## config.mk

```make
export PLATFORM = sky130hd
export DESIGN_NAME = key_entry_buf
export DESIGN_NICKNAME = d
export VERILOG_FILES = /design/src/rtl/key_entry_buf.sv
export SDC_FILE = /design/constraint.sdc
export NUM_CORES = 1
export LEC_CHECK = 0
export ABC_CLOCK_PERIOD_IN_PS = 2210
export CAP_MARGIN = 10
export CORE_AREA = 3 3 79 81
export DETAILED_ROUTE_END_ITERATION = 12
export DIE_AREA = 0 0 82 84
export PLACE_DENSITY_LB_ADDON = 0.1
export SLEW_MARGIN = 20
export SYNTH_ARGS = -nofsm -noshare
export SYNTH_HDL_FRONTEND = slang
export SYNTH_SLANG_ARGS = --single-unit
```

## constraint.sdc

```tcl
create_clock -name clk_sel -period 2.21 [get_ports clk_sel]
set_clock_uncertainty 0.2 [all_clocks]
set_input_delay 0.5525 -clock clk_sel [delete_from_list [all_inputs] [get_ports clk_sel]]
set_output_delay 0.5525 -clock clk_sel [all_outputs]
set_load 0.005 [all_outputs]
```

## src/rtl/key_entry_buf.sv

```systemverilog
// key_entry_buf: debounces per-frame keypad hits from the row scanner and
// collects up to four accepted BCD digits, newest in the low nibble.
// A frame is one sel sweep 0..3; the FSM only advances on the sel==3 edge.
// Optional build macro KEY_REPEAT_EN: a key held in HELD re-accepts every
// REPEAT_FRAMES matching hit frames. Without it, one accept per press.
module key_entry_buf #(
    parameter int DEB_FRAMES = 3,
    parameter int REL_FRAMES = 2
`ifdef KEY_REPEAT_EN
    ,
    parameter int REPEAT_FRAMES = 16
`endif
) (
    input  logic        clk_sel,
    input  logic        rst,
    input  logic [2:0]  sel,
    input  logic        press,
    input  logic [3:0]  scan_code,
    input  logic        clr,
    output logic        key_valid,
    output logic [3:0]  key_code,
    output logic [15:0] digits,
    output logic [2:0]  count,
    output logic        full,
    output logic        ovf
);

    typedef enum logic [1:0] {
        ST_IDLE,
        ST_DEB,
        ST_HELD
    } state_t;

    state_t      state_q, state_d;
    logic        hit_q, hit_d;
    logic [3:0]  fcode_q, fcode_d;
    logic [3:0]  cand_q, cand_d;
    logic [3:0]  dcnt_q, dcnt_d;
    logic [3:0]  rcnt_q, rcnt_d;
`ifdef KEY_REPEAT_EN
    logic [5:0]  pcnt_q, pcnt_d;
`endif
    logic        key_valid_q, key_valid_d;
    logic [3:0]  key_code_q, key_code_d;
    logic [15:0] digits_q, digits_d;
    logic [2:0]  count_q, count_d;
    logic        ovf_q, ovf_d;

    logic        hit_now;
    logic        frame_end;
    logic        fr_hit;
    logic [3:0]  fr_code;
    logic        accept;

    // Frame hit tracking, debounce FSM and entry buffer next-state
    always_comb begin
        hit_now   = press && (sel <= 3'd3);
        frame_end = (sel == 3'd3);
        // the sel==3 cycle's own hit still belongs to the frame ending now
        fr_hit    = hit_q || hit_now;
        fr_code   = hit_q ? fcode_q : scan_code;

        state_d     = state_q;
        hit_d       = hit_q;
        fcode_d     = fcode_q;
        cand_d      = cand_q;
        dcnt_d      = dcnt_q;
        rcnt_d      = rcnt_q;
`ifdef KEY_REPEAT_EN
        pcnt_d      = pcnt_q;
`endif
        key_valid_d = 1'b0;
        key_code_d  = key_code_q;
        digits_d    = digits_q;
        count_d     = count_q;
        ovf_d       = ovf_q;
        accept      = 1'b0;

        if (frame_end) begin
            hit_d = 1'b0;
            case (state_q)
                ST_IDLE: begin
                    if (fr_hit) begin
                        cand_d  = fr_code;
                        dcnt_d  = 4'd1;
                        state_d = ST_DEB;
                    end
                end
                ST_DEB: begin
                    if (!fr_hit) begin
                        dcnt_d  = 4'd0;
                        state_d = ST_IDLE;
                    end else if (fr_code == cand_q) begin
                        dcnt_d = dcnt_q + 4'd1;
                        if (dcnt_q + 4'd1 == 4'(DEB_FRAMES)) begin
                            accept  = 1'b1;
                            dcnt_d  = 4'd0;
                            rcnt_d  = 4'd0;
`ifdef KEY_REPEAT_EN
                            pcnt_d  = 6'd0;
`endif
                            state_d = ST_HELD;
                        end
                    end else begin
                        cand_d = fr_code;
                        dcnt_d = 4'd1;
                    end
                end
                ST_HELD: begin
                    if (fr_hit) begin
                        rcnt_d = 4'd0;
`ifdef KEY_REPEAT_EN
                        if (fr_code == cand_q) begin
                            if (pcnt_q + 6'd1 == 6'(REPEAT_FRAMES)) begin
                                accept = 1'b1;
                                pcnt_d = 6'd0;
                            end else begin
                                pcnt_d = pcnt_q + 6'd1;
                            end
                        end else begin
                            pcnt_d = 6'd0;
                        end
`endif
                    end else begin
`ifdef KEY_REPEAT_EN
                        pcnt_d = 6'd0;
`endif
                        if (rcnt_q + 4'd1 == 4'(REL_FRAMES)) begin
                            rcnt_d  = 4'd0;
                            state_d = ST_IDLE;
                        end else begin
                            rcnt_d = rcnt_q + 4'd1;
                        end
                    end
                end
                default: state_d = ST_IDLE;
            endcase
        end else if (hit_now && !hit_q) begin
            // first hit of the frame wins, i.e. the lowest scanned row
            hit_d   = 1'b1;
            fcode_d = scan_code;
        end

        if (accept) begin
            key_valid_d = 1'b1;
            key_code_d  = cand_q;
        end

        // clear wins over a same-edge accept; the event itself still fires
        if (clr) begin
            digits_d = 16'hFFFF;
            count_d  = 3'd0;
            ovf_d    = 1'b0;
        end else if (accept) begin
            if (count_q < 3'd4) begin
                digits_d = {digits_q[11:0], cand_q};
                count_d  = count_q + 3'd1;
            end else begin
                ovf_d = 1'b1;
            end
        end
    end

    // State registers, asynchronous active-high reset
    always_ff @(posedge clk_sel or posedge rst) begin
        if (rst) begin
            state_q     <= ST_IDLE;
            hit_q       <= 1'b0;
            fcode_q     <= 4'd0;
            cand_q      <= 4'd0;
            dcnt_q      <= 4'd0;
            rcnt_q      <= 4'd0;
`ifdef KEY_REPEAT_EN
            pcnt_q      <= 6'd0;
`endif
            key_valid_q <= 1'b0;
            key_code_q  <= 4'hF;
            digits_q    <= 16'hFFFF;
            count_q     <= 3'd0;
            ovf_q       <= 1'b0;
        end else begin
            state_q     <= state_d;
            hit_q       <= hit_d;
            fcode_q     <= fcode_d;
            cand_q      <= cand_d;
            dcnt_q      <= dcnt_d;
            rcnt_q      <= rcnt_d;
`ifdef KEY_REPEAT_EN
            pcnt_q      <= pcnt_d;
`endif
            key_valid_q <= key_valid_d;
            key_code_q  <= key_code_d;
            digits_q    <= digits_d;
            count_q     <= count_d;
            ovf_q       <= ovf_d;
        end
    end

    assign key_valid = key_valid_q;
    assign key_code  = key_code_q;
    assign digits    = digits_q;
    assign count     = count_q;
    assign full      = (count_q == 3'd4);
    assign ovf       = ovf_q;

endmodule

```

==> results.md <==
- Number of enable flip-flop cells after synthesis: 0
- Num ports: 37
- Slew margin rel.: 67.5%
- DIE WIDTH: 82 um
- Total track usage: 14.6%
- Row Count: 27
- Pin count of the biggest net entering global routing: 45
- Cell area after synthesis: 2250 sq um
- GP Congestion: 0.774
- Seq cells post-synth: 44
- Nets: 288
- DRT iter0 DRCs: 68
- Worst vdd ir: 0.344 mV
- P_sw: 517 uW
- CP Cell Sequence: clkdlybuf4s50_1
- M3 GR Usage: 3.56%
- GRT met2 Usage: 22.9%
- Placed inst area: 2800 sq um
- Busiest grt layer: met2
- Net count after synthesis: 225
- First-pass GRT wire length: 7960 um
- Layout cell share with drive strength beyond 1: 29.0%
- Final Cycle Share: 94.7%
- Clock buffer depth: 2
- Vias per cell: 5.00
- Combinational power share: 17.3%
- Post-Synth Adder-Cell Area: 3.34%
- Pleak: 1.51 nW
- Post-route ant nets: 0
- Clk root buf: clkbuf_8
- Synth Area in Compound Gates: 10.4%
- Vias in the first global route: 1712
- Max Fclk: 478 MHz
- Total grt overflow: 0
- Initial core utilization: 40.5%
- Sequential cell area fraction in the yosys report: 50.1%
- Largest stage delay on the critical path: 0.53 ns
- Num Clock Sinks: 44
- Max FO, Critical Path: 2
- Synthesis-to-layout area growth: 36.8%
- TritonCTS Buffers: 5
- Crit-path slowest cell: dfstp_2
- RSZ-0062 raised after global routing: false
- Fillers: 491
- Asr flop ratio synth: 100%
- Slew @ Worst Pin: 0.485 ns
- CTS hold repair buffers: 0
- Pwr dens: 621 nW/um^2
- Int Power: 1.39 mW
- Critical register-to-register path startpoint: hit_q
- Fin area: 3070 sq um
- Drt first pass iters: 4
- Final min period: 2.09 ns
- Yosys Warn Count: 0
- Total number of vias: 1720
- DIE HEIGHT: 84 um
- Endpoints failing hold: 0
- Met1 Track Usage GR: 19.8%
- # diodes: 0
- Synth unique cells: 40
- Seq pwr share: 50.9%
- # DRC: 0
- Worst-path clk slew: 0.08 ns
- Multiplexer share of the synthesized area: 14.8%
- Worst Reg-to-Reg Cells: 6
- RR Endpoint: key_code[0]
- HPWL after detailed placement: 3220 um
- Initial antenna violation count: 0
- Post-Synth Simple-Gate Area: 15.1%
- Switching Fraction: 27.1%
- Slew Limit Fails: 0
- XOR/XNOR share of the synthesized area: 1.56%
- Critical Path End Type: primary output
- Core Util, Final: 55.5%
- Core footprint: 5540 sq um
- Pwr Total: 1.91 mW
- TritonCTS clock tree: built
- Critical path arrival: 1.34 ns
- Ys flop type: dfrtp_1
- Hold Path Depth: 2
- Buf+Inv Stages, Crit Path: 1
- # setup viols final: 0
- WS Path Type: flip-flop to primary output
- Routed length per instance: 13.4 um
- Status: complete, no violations
- Hold Path Sink: digits[14]
- Main combinational cell family by area after synthesis: simple AND/OR/NAND/NOR gates
- Worst reg2reg setup slack: 0.13 ns
- Max-Cap Viols: 0
- Hold_sp: digits[14]
- Hold WC Path Type: flip-flop to flip-flop
- Clock share of power: 31.8%
- CP top delay family: flip-flops
- Setup TNS: 0 ns
- Clock Latency Late Sink: 0.30 ns
- Die area: 6890 sq um
- IO Port Bufs: 36
- Post-Syn Instances: 208
- H-tree Lvls: 2
- Avg Cell Area, Syn: 10.8 sq um
- Post-Route WL: 4600 um
- Critical Path RT: 1.46 ns
- Critical path startpoint category: flip-flop
timing repair:
action,in CTS,in global routing
setup endpoints to repair,31,33
buffers inserted,2,7
pin swaps,1,5
resized for setup,7,19
routing by layer:
| metal | routed length (um) | share of wire (%) |
|---|---|---|
| met4 | 55 | 1.2 |
| met5 | 0 | 0 |
| met1 | 2220 | 48 |
| met3 | 140 | 3.0 |
| met2 | 2190 | 47 |
state kept, by name, indices dropped and copies added, names as in the netlist:
name,count
cand_q,4
count,3
dcnt_q,4
digits,16
fcode_q,4
hit_q,1
key_code,4
key_valid,1
ovf,1
rcnt_q,4
state_q,2
worst max path at each step:
stage	startpoint	end	slack, ns	cells after the start
after floorplan	scan_code[0]	count[0]	0.14	7
after global placement	scan_code[2]	rcnt_q[1]	-0.45	6
after detailed placement	scan_code[2]	rcnt_q[1]	-0.45	6
after CTS	scan_code[2]	digits[13]	-0.02	7
after global routing	hit_q	key_code[0]	0.01	6
final	key_code[0]	key_code[0]	0.12	1
cells in the mapped netlist, types with 2 or more instances:
library cell   n  area share (%)
o21ai_0        9             2.0
ha_1           6             3.3
nand4_1        3            0.84
a211o_1        2            0.78
o31ai_1        5             1.7
clkbuf_1       4            0.67
nand4_2        2             1.1
nand2_1       12             2.0
inv_1         12             2.0
dfrtp_1       24              27
a21oi_1        4            0.89
a21o_1         3             1.0
nand3_1        4            0.89
buf_6          3             1.5
a41o_1         2            0.89
dfstp_2       20              23
o22ai_1        2            0.56
a31oi_1        2            0.56
mux2_2         9             4.5
xor2_1         3             1.2
nand2b_1       7             1.9
nor2_1        28             4.7
and2_1         2            0.56
nor4b_1        2            0.78
mux2i_1       23              10
cells by family after synthesis:
logic type / Yosys count
XOR/XNOR: 4
adder cells (fa/ha/maj): 6
AND/OR/NAND/NOR: 67
multiplexers: 32
buffers and inverters: 21
flip-flops: 44
AO/OA/AOI/OAI: 34
final cells by class:
class                   instances  area, sq um  share of cell area (%)
flip-flops and latches         44         1130                    36.7
clock inverters                 1         8.76                   0.285
multi-input cells             143         1080                    35.0
inverters                      12         45.0                    1.47
repair buffers                 65          618                    20.1
well taps                      72         90.1                    2.93
clock buffers                   7          108                    3.50
power groups by stage:
stage / logic (mW) / registers [mW] / clock network, mW
finish: 0.331 / 0.970 / 0.606
global route: 0.379 / 0.989 / 0.653
CTS: 0.304 / 0.966 / 0.628
detailed placement: 0.296 / 0.980 / 0
global placement: 0.292 / 0.975 / 0
floorplan: 0.214 / 0.955 / 0
cells in the final DEF, fill, tap and decap left out, types with 2 or more instances in the layout:
| master | Yosys | layout |
|---|---|---|
| a21oi_1 | 4 | 4 |
| nand4_4 | 0 | 2 |
| mux2i_2 | 0 | 4 |
| and2_1 | 2 | 2 |
| nand4_1 | 3 | 3 |
| clkdlybuf4s50_1 | 0 | 31 |
| o22ai_1 | 2 | 2 |
| buf_6 | 3 | 5 |
| dfrtp_1 | 24 | 23 |
| a211o_1 | 2 | 2 |
| nor4b_1 | 2 | 2 |
| clkbuf_8 | 0 | 6 |
| a31oi_1 | 2 | 2 |
| buf_4 | 1 | 23 |
| dlymetal6s2s_1 | 0 | 4 |
| ha_1 | 6 | 6 |
| nand3_1 | 4 | 4 |
| xor2_1 | 3 | 3 |
| dfstp_2 | 20 | 20 |
| mux2_2 | 9 | 8 |
| nor2_1 | 28 | 28 |
| nand2b_1 | 7 | 7 |
| mux2i_1 | 23 | 19 |
| inv_1 | 12 | 12 |
| a21o_1 | 3 | 3 |
| nand2_1 | 12 | 11 |
| o31ai_1 | 5 | 4 |
| o21ai_0 | 9 | 8 |
per-stage QoR:
step	hold slack, ns	worst slack (ns)	instances
2_1_floorplan	0.279	0.139	208
3_3_place_gp	0.291	-0.455	327
3_5_place_dp	0.298	-0.445	327
4_1_cts	0.318	-0.0216	337
5_1_grt	0.356	0.0108	344
6_report	0.321	0.117	344
(Power assumes the default switching activity.)
